[src/rtl/ras_ctrl.sv]
// Return-address stack controller: call/return decode, circular stack, registered prediction, checkpoint/restore.
// Optional per-event statistics counters are enabled with `define RAS_STATS_EN.
module ras_ctrl #(
    parameter  int W       = 32,
    parameter  int L_stack = 4,
    localparam int PTR_W   = $clog2(L_stack)
) (
    input  logic             clk,
    input  logic             rst,
    input  logic             in_valid,
    input  logic             is_jal,
    input  logic             is_jalr,
    input  logic [4:0]       rd,
    input  logic [4:0]       rs,
    input  logic [W-1:0]     pc_plus4,
    input  logic             chk_save,
    input  logic             chk_restore,
    output logic             pred_valid,
    output logic [W-1:0]     pred_target,
    output logic [PTR_W:0]   count,
    output logic             overflow,
    output logic             underflow
`ifdef RAS_STATS_EN
    ,
    output logic [15:0]      stat_push,
    output logic [15:0]      stat_pop,
    output logic [15:0]      stat_ovf,
    output logic [15:0]      stat_unf
`endif
);

    typedef enum logic [1:0] {ACT_NONE, ACT_PUSH, ACT_POP, ACT_POPPUSH} act_e;

    localparam logic [PTR_W:0]   CNT_ZERO = (PTR_W+1)'(0);
    localparam logic [PTR_W:0]   CNT_ONE  = (PTR_W+1)'(1);
    localparam logic [PTR_W:0]   CNT_FULL = (PTR_W+1)'(L_stack);
    localparam logic [PTR_W-1:0] PTR_ONE  = PTR_W'(1);

    logic [W-1:0]     stack_q [L_stack];
    logic [W-1:0]     stack_d [L_stack];
    logic [PTR_W-1:0] tos_q, tos_d, tos_inc_s;
    logic [PTR_W:0]   count_q, count_d;
    logic [PTR_W-1:0] snap_tos_q, snap_tos_d;
    logic [PTR_W:0]   snap_cnt_q, snap_cnt_d;
    logic [W-1:0]     snap_top_q, snap_top_d;
    logic             pv_q, pv_d, ovf_q, ovf_d, unf_q, unf_d;
    logic [W-1:0]     pt_q, pt_d;
    logic             linkd_s, links_s;
    act_e             act_s;

    assign linkd_s   = (rd == 5'd1) || (rd == 5'd5);
    assign links_s   = is_jalr && ((rs == 5'd1) || (rs == 5'd5));
    assign tos_inc_s = tos_q + PTR_ONE;

    // Classify the decoded jump as push / pop / pop-then-push from link-register usage.
    always_comb begin
        act_s = ACT_NONE;
        if (in_valid && (is_jal ^ is_jalr)) begin
            if (is_jal) begin
                if (linkd_s) act_s = ACT_PUSH;
                else         act_s = ACT_NONE;
            end else if (linkd_s && !links_s) begin
                act_s = ACT_PUSH;
            end else if (!linkd_s && links_s) begin
                act_s = ACT_POP;
            end else if (linkd_s && links_s) begin
                act_s = (rd == rs) ? ACT_PUSH : ACT_POPPUSH;
            end else begin
                act_s = ACT_NONE;
            end
        end else begin
            act_s = ACT_NONE;
        end
    end

    // Next-state: restore overrides the action; a save captures the post-action state.
    always_comb begin
        stack_d    = stack_q;
        tos_d      = tos_q;
        count_d    = count_q;
        snap_tos_d = snap_tos_q;
        snap_cnt_d = snap_cnt_q;
        snap_top_d = snap_top_q;
        pv_d       = 1'b0;
        pt_d       = pt_q;
        ovf_d      = 1'b0;
        unf_d      = 1'b0;
        if (chk_restore) begin
            tos_d               = snap_tos_q;
            count_d             = snap_cnt_q;
            stack_d[snap_tos_q] = snap_top_q;
        end else begin
            case (act_s)
                ACT_PUSH: begin
                    tos_d              = tos_inc_s;
                    stack_d[tos_inc_s] = pc_plus4;
                    if (count_q == CNT_FULL) ovf_d   = 1'b1;
                    else                     count_d = count_q + CNT_ONE;
                end
                ACT_POP: begin
                    if (count_q != CNT_ZERO) begin
                        pt_d    = stack_q[tos_q];
                        pv_d    = 1'b1;
                        tos_d   = tos_q - PTR_ONE;
                        count_d = count_q - CNT_ONE;
                    end else begin
                        unf_d   = 1'b1;
                    end
                end
                ACT_POPPUSH: begin
                    pt_d           = stack_q[tos_q];
                    pv_d           = (count_q != CNT_ZERO);
                    stack_d[tos_q] = pc_plus4;
                    if (count_q == CNT_ZERO) count_d = CNT_ONE;
                    else                     count_d = count_q;
                end
                default: begin
                    tos_d = tos_q;
                end
            endcase
            if (chk_save) begin
                snap_tos_d = tos_d;
                snap_cnt_d = count_d;
                snap_top_d = stack_d[tos_d];
            end else begin
                snap_tos_d = snap_tos_q;
            end
        end
    end

    // State and registered-output update.
    always_ff @(posedge clk or negedge rst) begin
        if (!rst) begin
            for (int i = 0; i < L_stack; i++) stack_q[i] <= '0;
            tos_q      <= '0;
            count_q    <= '0;
            snap_tos_q <= '0;
            snap_cnt_q <= '0;
            snap_top_q <= '0;
            pv_q       <= 1'b0;
            pt_q       <= '0;
            ovf_q      <= 1'b0;
            unf_q      <= 1'b0;
        end else begin
            stack_q    <= stack_d;
            tos_q      <= tos_d;
            count_q    <= count_d;
            snap_tos_q <= snap_tos_d;
            snap_cnt_q <= snap_cnt_d;
            snap_top_q <= snap_top_d;
            pv_q       <= pv_d;
            pt_q       <= pt_d;
            ovf_q      <= ovf_d;
            unf_q      <= unf_d;
        end
    end

    assign pred_valid  = pv_q;
    assign pred_target = pt_q;
    assign count       = count_q;
    assign overflow    = ovf_q;
    assign underflow   = unf_q;

`ifdef RAS_STATS_EN
    logic [15:0] st_push_q, st_pop_q, st_ovf_q, st_unf_q;
    logic        ev_push_s, ev_pop_s;

    assign ev_push_s = !chk_restore && ((act_s == ACT_PUSH) || (act_s == ACT_POPPUSH));
    assign ev_pop_s  = !chk_restore && ((act_s == ACT_POP)  || (act_s == ACT_POPPUSH));

    // Saturating event counters; restore-cycle actions are discarded and not counted.
    always_ff @(posedge clk or negedge rst) begin
        if (!rst) begin
            st_push_q <= 16'd0;
            st_pop_q  <= 16'd0;
            st_ovf_q  <= 16'd0;
            st_unf_q  <= 16'd0;
        end else begin
            if (ev_push_s && (st_push_q != 16'hFFFF)) st_push_q <= st_push_q + 16'd1;
            else                                      st_push_q <= st_push_q;
            if (ev_pop_s && (st_pop_q != 16'hFFFF))   st_pop_q  <= st_pop_q + 16'd1;
            else                                      st_pop_q  <= st_pop_q;
            if (ovf_d && (st_ovf_q != 16'hFFFF))      st_ovf_q  <= st_ovf_q + 16'd1;
            else                                      st_ovf_q  <= st_ovf_q;
            if (unf_d && (st_unf_q != 16'hFFFF))      st_unf_q  <= st_unf_q + 16'd1;
            else                                      st_unf_q  <= st_unf_q;
        end
    end

    assign stat_push = st_push_q;
    assign stat_pop  = st_pop_q;
    assign stat_ovf  = st_ovf_q;
    assign stat_unf  = st_unf_q;
`endif

endmodule
[config.mk]
export PLATFORM = sky130hd
export DESIGN_NAME = ras_ctrl
export DESIGN_NICKNAME = d
export VERILOG_FILES = /design/src/rtl/ras_ctrl.sv
export SDC_FILE = /design/constraint.sdc
export NUM_CORES = 1
export LEC_CHECK = 0
export CELL_PAD_IN_SITES_DETAIL_PLACEMENT = 0
export CELL_PAD_IN_SITES_GLOBAL_PLACEMENT = 1
export CORE_MARGIN = 2
export CORE_UTILIZATION = 45
export DETAILED_ROUTE_END_ITERATION = 8
export GPL_TIMING_DRIVEN = 1
export PLACE_DENSITY_LB_ADDON = 0.1
export SLEW_MARGIN = 15
export SYNTH_ARGS = -nofsm -noshare
export SYNTH_HDL_FRONTEND = slang
export SYNTH_SLANG_ARGS = --single-unit
[constraint.sdc]
create_clock -name clk -period 3.75 [get_ports clk]
set_input_delay 0.75 -clock clk [delete_from_list [all_inputs] [get_ports clk]]
set_output_delay 0.75 -clock clk [all_outputs]
set_load 0.01 [all_outputs]
==> impl_metrics.toml, run 1 <==
[clock_network]
cts_buffers = 27
tritoncts = "yes"
cts_root_buf = "clkbuf_16"
cts_setup_buffers = 0
clk_latency_ps = 540
htreeDepth = 1
cts_resized = 0
clockBufferDepth = 3
cts-hold-fix-buffers = 0
clock_sinks = 205
clk_pin_slew_ps = 50

[cells_and_area]
seqCellArea_mm2 = 0.00513
areaGrowthSynthToFinish_pct = 16.6
multi_input_area_mm2 = 0.00928
diodes = 0
nNetsFinal = 1639
drive_gt1_share_pct = 19.8
fin_util_pct = 53.0
fillers = 3023

[power_and_ir_drop]
p_per_area_mw_per_mm2 = 516
ir_worst_vdd_mv = 0.313
power_leakage_nw = 6.85

[sta]
layout_min_cycle_time_ps = 3430
tightestPinTransition_ps = 1030
finalSetupViolations = 0
whs_ps = 189
finalClockSkew_ps = 9.02
clock.fmax_mhz = 292
rsz0062_at_grt = "no"
slew_violations = 0
fin_crit_sh_pct = 91.5
final-hold-violation-count = 0
relSlewSlack_pct = 31.0

[route]
drt_first_pass_iters = 5
drtAntennaViolNets = 0
viasPerCell = 6.29
wirelength_um = 47600
vias = 12800
drc = 0
wl_per_cell_um = 23.3
drt-initial-drc-count = 957

[setup_path]
critPathMaxFanout = 45
setup.worst_path.start_class = "input pin"
cp_cell_sequence = "clkdlybuf4s50_1 > or4b_4 > o2111ai_1 > inv_1 > ha_1 > and3b_1 > o21ai_0 > buf_4 > o31ai_4 > buf_12 > a221oi_1 > a211o_1 > a31oi_1"
reg2reg_slack_ps = 950
cpMaxStageDelayCell = "or4b_4"
worstSetupEndpointType = "flop"
slowest_delay_ps = 560
critPathRequiredTime_ps = 4150
critPathKind = "input pin to flop"
arrival_ps = 3830

[logic_synthesis]
netlist_area_mm2 = 0.0151
synth_seq_cells = 205
synth.yosys.seq_area_share_pct = 33.9
synth_top_area_share_pct = 33.9
syn-instance-count = 1561
ys.flop_type = "dfrtp_1"
synth_edf_count = 0
synth_area_per_cell_um2 = 9.68
syn_nets = 1624
synth_top_cell_by_area = "dfrtp_1"
ys_async_sr_fraction_pct = 100
synth_area_leaders = "dfrtp_1, mux2i_1, mux2_2"
synth_warnings = 0
ys_types = 46

[floorplan]
die_h_um = 187
start_util_pct = 45.4
fp.dieW_um = 187
io-pin-count = 87
fp-row-count = 67
fp.coreArea_mm2 = 0.0333
die-area_mm2 = 0.0351

[grt]
grt_pass1_vias = 12600
grt.overflow.total = 0
grt_max_degree = 96
grt_pass1_wl_um = 75000
antenna_found_initial = 0
grtUsageTotal_pct = 26.9

[outcome]
outcome = "completed"

[placement]
gp_congestion = 0.777
io_buffers = 86
dp_hpwl_um = 27900

[worst_hold_path]
hold_class = "input pin to async pin"

[job]
cap_violations = 0
per-stage QoR:
step	instances	instance area, um^2	power, mW	TNS (ps)	setup slack [ps]
CTS	2041	17600	9.12	0	283
global placement	1995	16800	6.52	-4220	-181
floorplan	1561	15100	5.54	0	31.2
detailed placement	1995	16800	6.59	-6860	-279
finish	2041	17600	9.09	0	320
global route	2041	17600	9.62	0	62.6
per-layer routing:
layer / vias up / GRT usage [%] / wire length [um]
met5: - / 0 / 0
met4: 0 / 6.44 / 975
met3: 72 / 3.34 / 2610
met2: 430 / 44.2 / 22300
met1: 6445 / 37.7 / 21700
li1: 5881 / - / -
critical path: cells and delay by family:
kind	cells	cell delay, ps
fa+ha+maj	1	250
buf+inv	4	920
simple gates	2	740
compound gates	6	1140
synth_stat cells, types with 24 or more instances:
| cell | instances |
|---|---|
| mux2i_1 | 294 |
| o21ai_0 | 128 |
| mux4_2 | 34 |
| buf_2 | 24 |
| dfrtp_1 | 205 |
| a31oi_1 | 62 |
| nand2_1 | 175 |
| buf_1 | 38 |
| nor2_1 | 93 |
| o22ai_1 | 98 |
| clkbuf_1 | 107 |
| a221oi_1 | 58 |
| a211o_1 | 29 |
| mux2_2 | 136 |
worst paths after layout:
| check | start | to | depth (start not counted) |
|---|---|---|---|
| worst max register to register | tos_q[0] | snap_top_q[15] | 9 |
| worst max-delay path | rd[4] | snap_top_q[15] | 13 |
| max in group asynchronous | rst | stack_q[121] | 2 |
| worst min-delay path | rst | snap_top_q[25] | 1 |
| min in group clk | snap_cnt_q[0] | snap_cnt_q[0] | 2 |
| worst min register to register | snap_cnt_q[0] | snap_cnt_q[0] | 2 |
layout by cell type (no fill, tap or decap), types with 5 or more instances in the layout:
master,netlist,final
o22ai_1,98,98
a211o_1,29,29
clkbuf_1,107,7
clkdlybuf4s50_1,0,84
a221oi_1,58,58
clkinv_2,0,6
a31oi_1,62,62
mux2_2,136,136
ha_1,14,10
dfrtp_1,205,203
buf_4,7,56
inv_1,6,6
mux4_2,34,34
a21oi_1,5,5
nor2_1,93,91
nand2_1,175,174
o21ai_0,128,128
buf_12,0,25
clkbuf_16,0,27
clkbuf_8,0,8
mux2i_1,294,294
area by class of cell:
cell class                 count  share of cell area (%)
clock buffer                  42                    4.61
clock inverter                 4                   0.114
inverter                       9                   0.206
multi-input combinational   1166                    52.6
sequential                   205                    29.1
tap                          448                    3.18
timing repair buffer         167                    10.1
where the power goes:
group          internal (mW)  total [mW]  switching [mW]
clock network           1.47        2.51            1.04
registers               2.74        3.38           0.648
logic                   1.63        3.20            1.57
total                   5.84        9.09            3.26
flip-flops by register name (all words and copies together) (netlist names):
register     cells
snap_tos_q       2
tos_q            2
pred_valid       1
count            3
stack_q        128
pred_target     32
snap_top_q      32
overflow         1
snap_cnt_q       3
underflow        1
cells by family (layout without fill, tap and decap cells):
kind of cell / count (synthesis) / after routing / share of synthesized area, %
AND/OR/NAND/NOR: 287 / 287 / 7.57
XOR/XNOR: 2 / 2 / 0.116
adder cells (fa/ha/maj): 14 / 14 / 1.16
multiplexers: 464 / 464 / 34.7
flip-flops: 205 / 205 / 33.9
buffers and inverters: 190 / 222 / 5.34
AO/OA/AOI/OAI: 399 / 399 / 17.2
No activity file was read; power rests on OpenSTA's default activity.
==> run 2: changes to the inputs <==
--- a/config.mk
+++ b/config.mk
@@ -10,7 +10,7 @@
 export CORE_MARGIN = 2
 export CORE_UTILIZATION = 45
 export DETAILED_ROUTE_END_ITERATION = 8
-export GPL_TIMING_DRIVEN = 1
+export GPL_TIMING_DRIVEN = 0
 export PLACE_DENSITY_LB_ADDON = 0.1
 export SLEW_MARGIN = 15
 export SYNTH_ARGS = -nofsm -noshare
==> run 2 against run 1 <==
Sequential share of layout area grew 0.36 points. Sequential power about the same. Clock power grew 3%. Highest routed layer unchanged. Critical path depth shrank 1. Worst setup slack lost 220 ps. Largest cell class unchanged. Combinational power rose by 3%. Total power grew 1.9%. Register-to-register slack got worse by 800 ps. Hold slack got worse by 57 ps. Routed wire length up 19%.
==> impl_metrics.toml, run 2 (same netlist as run 1, synthesis figures left out) <==
[clock_network]
tritoncts = "yes"
clockBufferDepth = 3
cts_root_buf = "clkbuf_16"
clk_pin_slew_ps = 60
htreeDepth = 1
clock_sinks = 205
cts_buffers = 26
clk_latency_ps = 550

[sta]
clock.fmax_mhz = 274
layout_min_cycle_time_ps = 3650
slew_violations = 0
setup_tns_ps = 0
final-hold-violation-count = 0
fin_crit_sh_pct = 97.2
finalClockSkew_ps = 12.6
finalSetupViolations = 0
relSlewSlack_pct = 28.6
setup_ws_ps = 104
tightestPinTransition_ps = 1070

[cells_and_area]
fin_util_pct = 52.3
mostFrequentLayoutCells = "mux2i_1, dfrtp_1, nand2_1, mux2_2, o21ai_0"
nNetsFinal = 1714
stdcell_count = 2119
final_common_cell = "mux2i_1"
largest_reg_flops = 128
diodes = 0
areaGrowthSynthToFinish_pct = 15.1
drive_gt1_share_pct = 18.7
regMostFlops = "stack_q"

[route]
drtAntennaViolNets = 0
drc = 0
viasPerCell = 6.49
drt-initial-drc-count = 1297
vias = 13800
wl_per_cell_um = 26.7
wirelength_um = 56600
drt_first_pass_iters = 8

[setup_path]
reg2reg_slack_ps = 150
setup.worst_path.start_class = "input pin"
critPathMaxFanout = 11
arrival_ps = 4110
critPathRequiredTime_ps = 4210
worstSetupEndpointType = "flop"
critPathKind = "input pin to flop"

[grt]
grtUsageTotal_pct = 31.7
grt_pass1_wl_um = 84900
grt_max_degree = 78
antenna_found_initial = 0
grt.overflow.total = 0
grt_pass1_vias = 13200

[power_and_ir_drop]
total_power_mw = 9.27
ir_worst_vdd_mv = 0.476
p_per_area_mw_per_mm2 = 533
power_leakage_nw = 6.75

[placement]
io_buffers = 57
dp_hpwl_um = 37300
dp_slack_ps = -1520
dpl.cell_count = 2068
gp_congestion = 0.877

[job]
cap_violations = 0

[floorplan]
die_h_um = 187
start_util_pct = 45.4
fp.dieW_um = 187
io-pin-count = 87
die-area_mm2 = 0.0351
fp-row-count = 67
fp.coreArea_mm2 = 0.0333

[worst_hold_path]
hold_class = "input pin to async pin"

[outcome]
outcome = "completed"
-- run 2: per-stage QoR --
step                      hold slack, ps  cell area, um^2
final                                132            17400
after detailed placement             470            16300
after CTS                            155            17400
after global routing                 180            17400
after global placement               458            16300
after floorplan                      440            15100
-- run 2: timing repair --
action,CTS,global route
pin swaps,2,2
resized for setup,64,43
setup buffers,3,2
setup endpoints to repair,195,53
gates cloned,0,1
hold endpoints to repair,0,0
hold buffers,0,0
-- run 2: per-layer routing --
layer,wire length [um],part of all wire (%),GRT usage [%],vias to the layer above
met2,25400,45,49.4,711
met4,2080,3.7,11.3,0
met5,0,0,0,-
met3,4570,8.1,5.23,147
li1,-,-,-,6038
met1,24500,43,44.4,6855
-- run 2: final timing paths --
path | start | end | cells after the start
setup / recovery | rd[4] | snap_top_q[2] | 12
min in group clk | snap_cnt_q[2] | snap_cnt_q[2] | 2
setup reg to reg | tos_q[1] | snap_top_q[27] | 12
hold / removal | rst | stack_q[90] | 1
hold reg to reg | snap_cnt_q[2] | snap_cnt_q[2] | 2
max in group asynchronous | rst | stack_q[72] | 3
-- run 2: layout make-up --
cell class	count	area, um^2
inverter	9	33.8
multi-input combinational	1166	9260
fill	3154	15900
sequential	205	5130
timing repair buffer	65	673
clock buffer	45	823
clock inverter	3	40.0
buffer	178	883
tap	448	561
-- run 2: report_power, final --
group	switching (mW)	total, mW	internal [mW]
combinational	1.70	3.29	1.59
sequential	0.652	3.39	2.73
clock	1.05	2.59	1.54
-- run 2: worst max-delay path, cell delays in order --
cell and delay, ps:
clkdlybuf4s50_1 400, or4b_4 570, nor3b_4 280, buf_6 260, buf_12 200, ha_4 250, nor2_1 90, mux2i_1 130
o221ai_4 390, buf_2 390, o21ai_0 180, a31oi_1 200
==> run 3: changes to the inputs <==
--- a/config.mk
+++ b/config.mk
@@ -16,3 +16,4 @@
 export SYNTH_ARGS = -nofsm -noshare
 export SYNTH_HDL_FRONTEND = slang
 export SYNTH_SLANG_ARGS = --single-unit
+export TNS_END_PERCENT = 5
==> run 3 against run 2 <==
Worst setup slack unchanged. Critical path depth unchanged. Flip-flop and latch count unchanged. Total power unchanged. First-iteration DRC count unchanged. Final cell count unchanged.
==> impl_metrics.toml, run 3 (same netlist as run 1, synthesis figures left out) <==
[route]
drt_first_pass_iters = 8
wirelength_um = 56600
drtAntennaViolNets = 0
drc = 0
vias = 13800
wl_per_cell_um = 26.7
drt-initial-drc-count = 1297
viasPerCell = 6.49

[grt]
grt.overflow.total = 0
grt_max_degree = 78
grt_pass1_wl_um = 84900
grt_pass1_vias = 13200
grtUsageTotal_pct = 31.7
antenna_found_initial = 0

[job]
cap_violations = 0

[worst_hold_path]
hold_class = "input pin to async pin"

[setup_path]
critPathKind = "input pin to flop"
cp_num_cells = 12
cp_num_buf_inv = 4
critical-path-top-delay-family = "buffers and inverters"
startpoint = "rd[4]"
cp_cell_sequence = "clkdlybuf4s50_1 > or4b_4 > nor3b_4 > buf_6 > buf_12 > ha_4 > nor2_1 > mux2i_1 > o221ai_4 > buf_2 > o21ai_0 > a31oi_1"
critPathRequiredTime_ps = 4210
timing.rr.start = "tos_q[1]"
slowest_delay_ps = 570
rr_endpoint = "snap_top_q[27]"
critPathMaxFanout = 11
worstSetupEndpointType = "flop"
reg2reg_slack_ps = 150
crit_end = "snap_top_q[2]"
arrival_ps = 4110
setup.worst_path.start_class = "input pin"
cpMaxStageDelayCell = "or4b_4"
r2r_cells = 12

[floorplan]
io-pin-count = 87
fp-row-count = 67
die_h_um = 187
fp.coreArea_mm2 = 0.0333
die-area_mm2 = 0.0351
fp.dieW_um = 187
start_util_pct = 45.4

[power_and_ir_drop]
swShare_pct = 36.7
p_per_area_mw_per_mm2 = 533
power_leakage_nw = 6.75
p_int_mw = 5.87
pwr-share-comb_pct = 35.5
p_seq_share_pct = 36.5
ir_worst_vdd_mv = 0.476
pwr-share-clk_pct = 28.0
switching_power_mw = 3.40

[sta]
clock.fmax_mhz = 274
finalSetupViolations = 0
relSlewSlack_pct = 28.6
slew_violations = 0
final-hold-violation-count = 0
fin_crit_sh_pct = 97.2
layout_min_cycle_time_ps = 3650
tightestPinTransition_ps = 1070
finalClockSkew_ps = 12.6
whs_ps = 132

[clock_network]
cts_buffers = 26
clockBufferDepth = 3
cts_root_buf = "clkbuf_16"
clk_pin_slew_ps = 60
clk_latency_ps = 550
htreeDepth = 1
tritoncts = "yes"
cts-hold-fix-buffers = 0
clock_sinks = 205

[cells_and_area]
areaGrowthSynthToFinish_pct = 15.1
largest_reg_flops = 128
fillers = 3154
diodes = 0
nNetsFinal = 1714
drive_gt1_share_pct = 18.7
final_area_mm2 = 0.0174
regMostFlops = "stack_q"
mostFrequentLayoutCells = "mux2i_1, dfrtp_1, nand2_1, mux2_2, o21ai_0"
final_common_cell = "mux2i_1"

[placement]
io_buffers = 57
placed_cell_area_mm2 = 0.0163
dp_hpwl_um = 37300
gp_congestion = 0.877

[outcome]
outcome = "completed"
-- run 3: timing repair --
item | CTS | global route
setup buffers | 3 | 2
cloned | 0 | 1
pin swaps | 2 | 2
endpoints found under the setup margin | 195 | 53
gates resized for setup | 64 | 43
-- run 3: how the worst min path moves through the flow --
stage	slack, ps	start	endpoint
after floorplan	440	snap_cnt_q[0]	snap_cnt_q[0]
after global placement	460	snap_cnt_q[2]	snap_cnt_q[2]
after detailed placement	470	snap_cnt_q[2]	snap_cnt_q[2]
after CTS	150	rst	stack_q[90]
after global routing	180	rst	stack_q[90]
final	130	rst	stack_q[90]
-- run 3: routing by layer --
metal / GRT usage, % / wire, um / vias up
li1: - / - / 6038
met1: 44.4 / 24500 / 6855
met2: 49.4 / 25400 / 711
met3: 5.23 / 4570 / 147
met4: 11.3 / 2080 / 0
met5: 0 / 0 / -
-- run 3: cell type report --
class	count	area, um^2	area share, %
Inverter	9	33.8	0.194
Sequential cell	205	5130	29.5
Tap cell	448	561	3.22
Multi-Input combinational cell	1166	9260	53.2
Buffer	178	883	5.08
Clock inverter	3	40.0	0.230
Timing Repair Buffer	65	673	3.87
Clock buffer	45	823	4.73
-- run 3: power by group through the flow --
stage               registers, mW  clock network (mW)  logic (mW)
finish                       3.39                2.59        3.29
detailed placement           3.39                   0        3.22
global placement             3.38                   0        3.17
global route                 3.46                2.71        3.55
floorplan                    3.20                   0        2.34
CTS                          3.36                2.62        3.25
-- run 3: through the flow --
step           setup slack (ps)   TNS, ps  utilization, %  total power [mW]  instances
4_1_cts                    5.93         0            52.2              9.23       2117
3_3_place_gp              -7770  -1776360            48.8              6.54       2066
5_1_grt                   -11.9     -17.9            52.3              9.72       2119
3_5_place_dp              -1520   -195370            49.0              6.61       2068
6_report                    104         0            52.3              9.27       2119
2_1_floorplan              31.2         0               -              5.54       1561
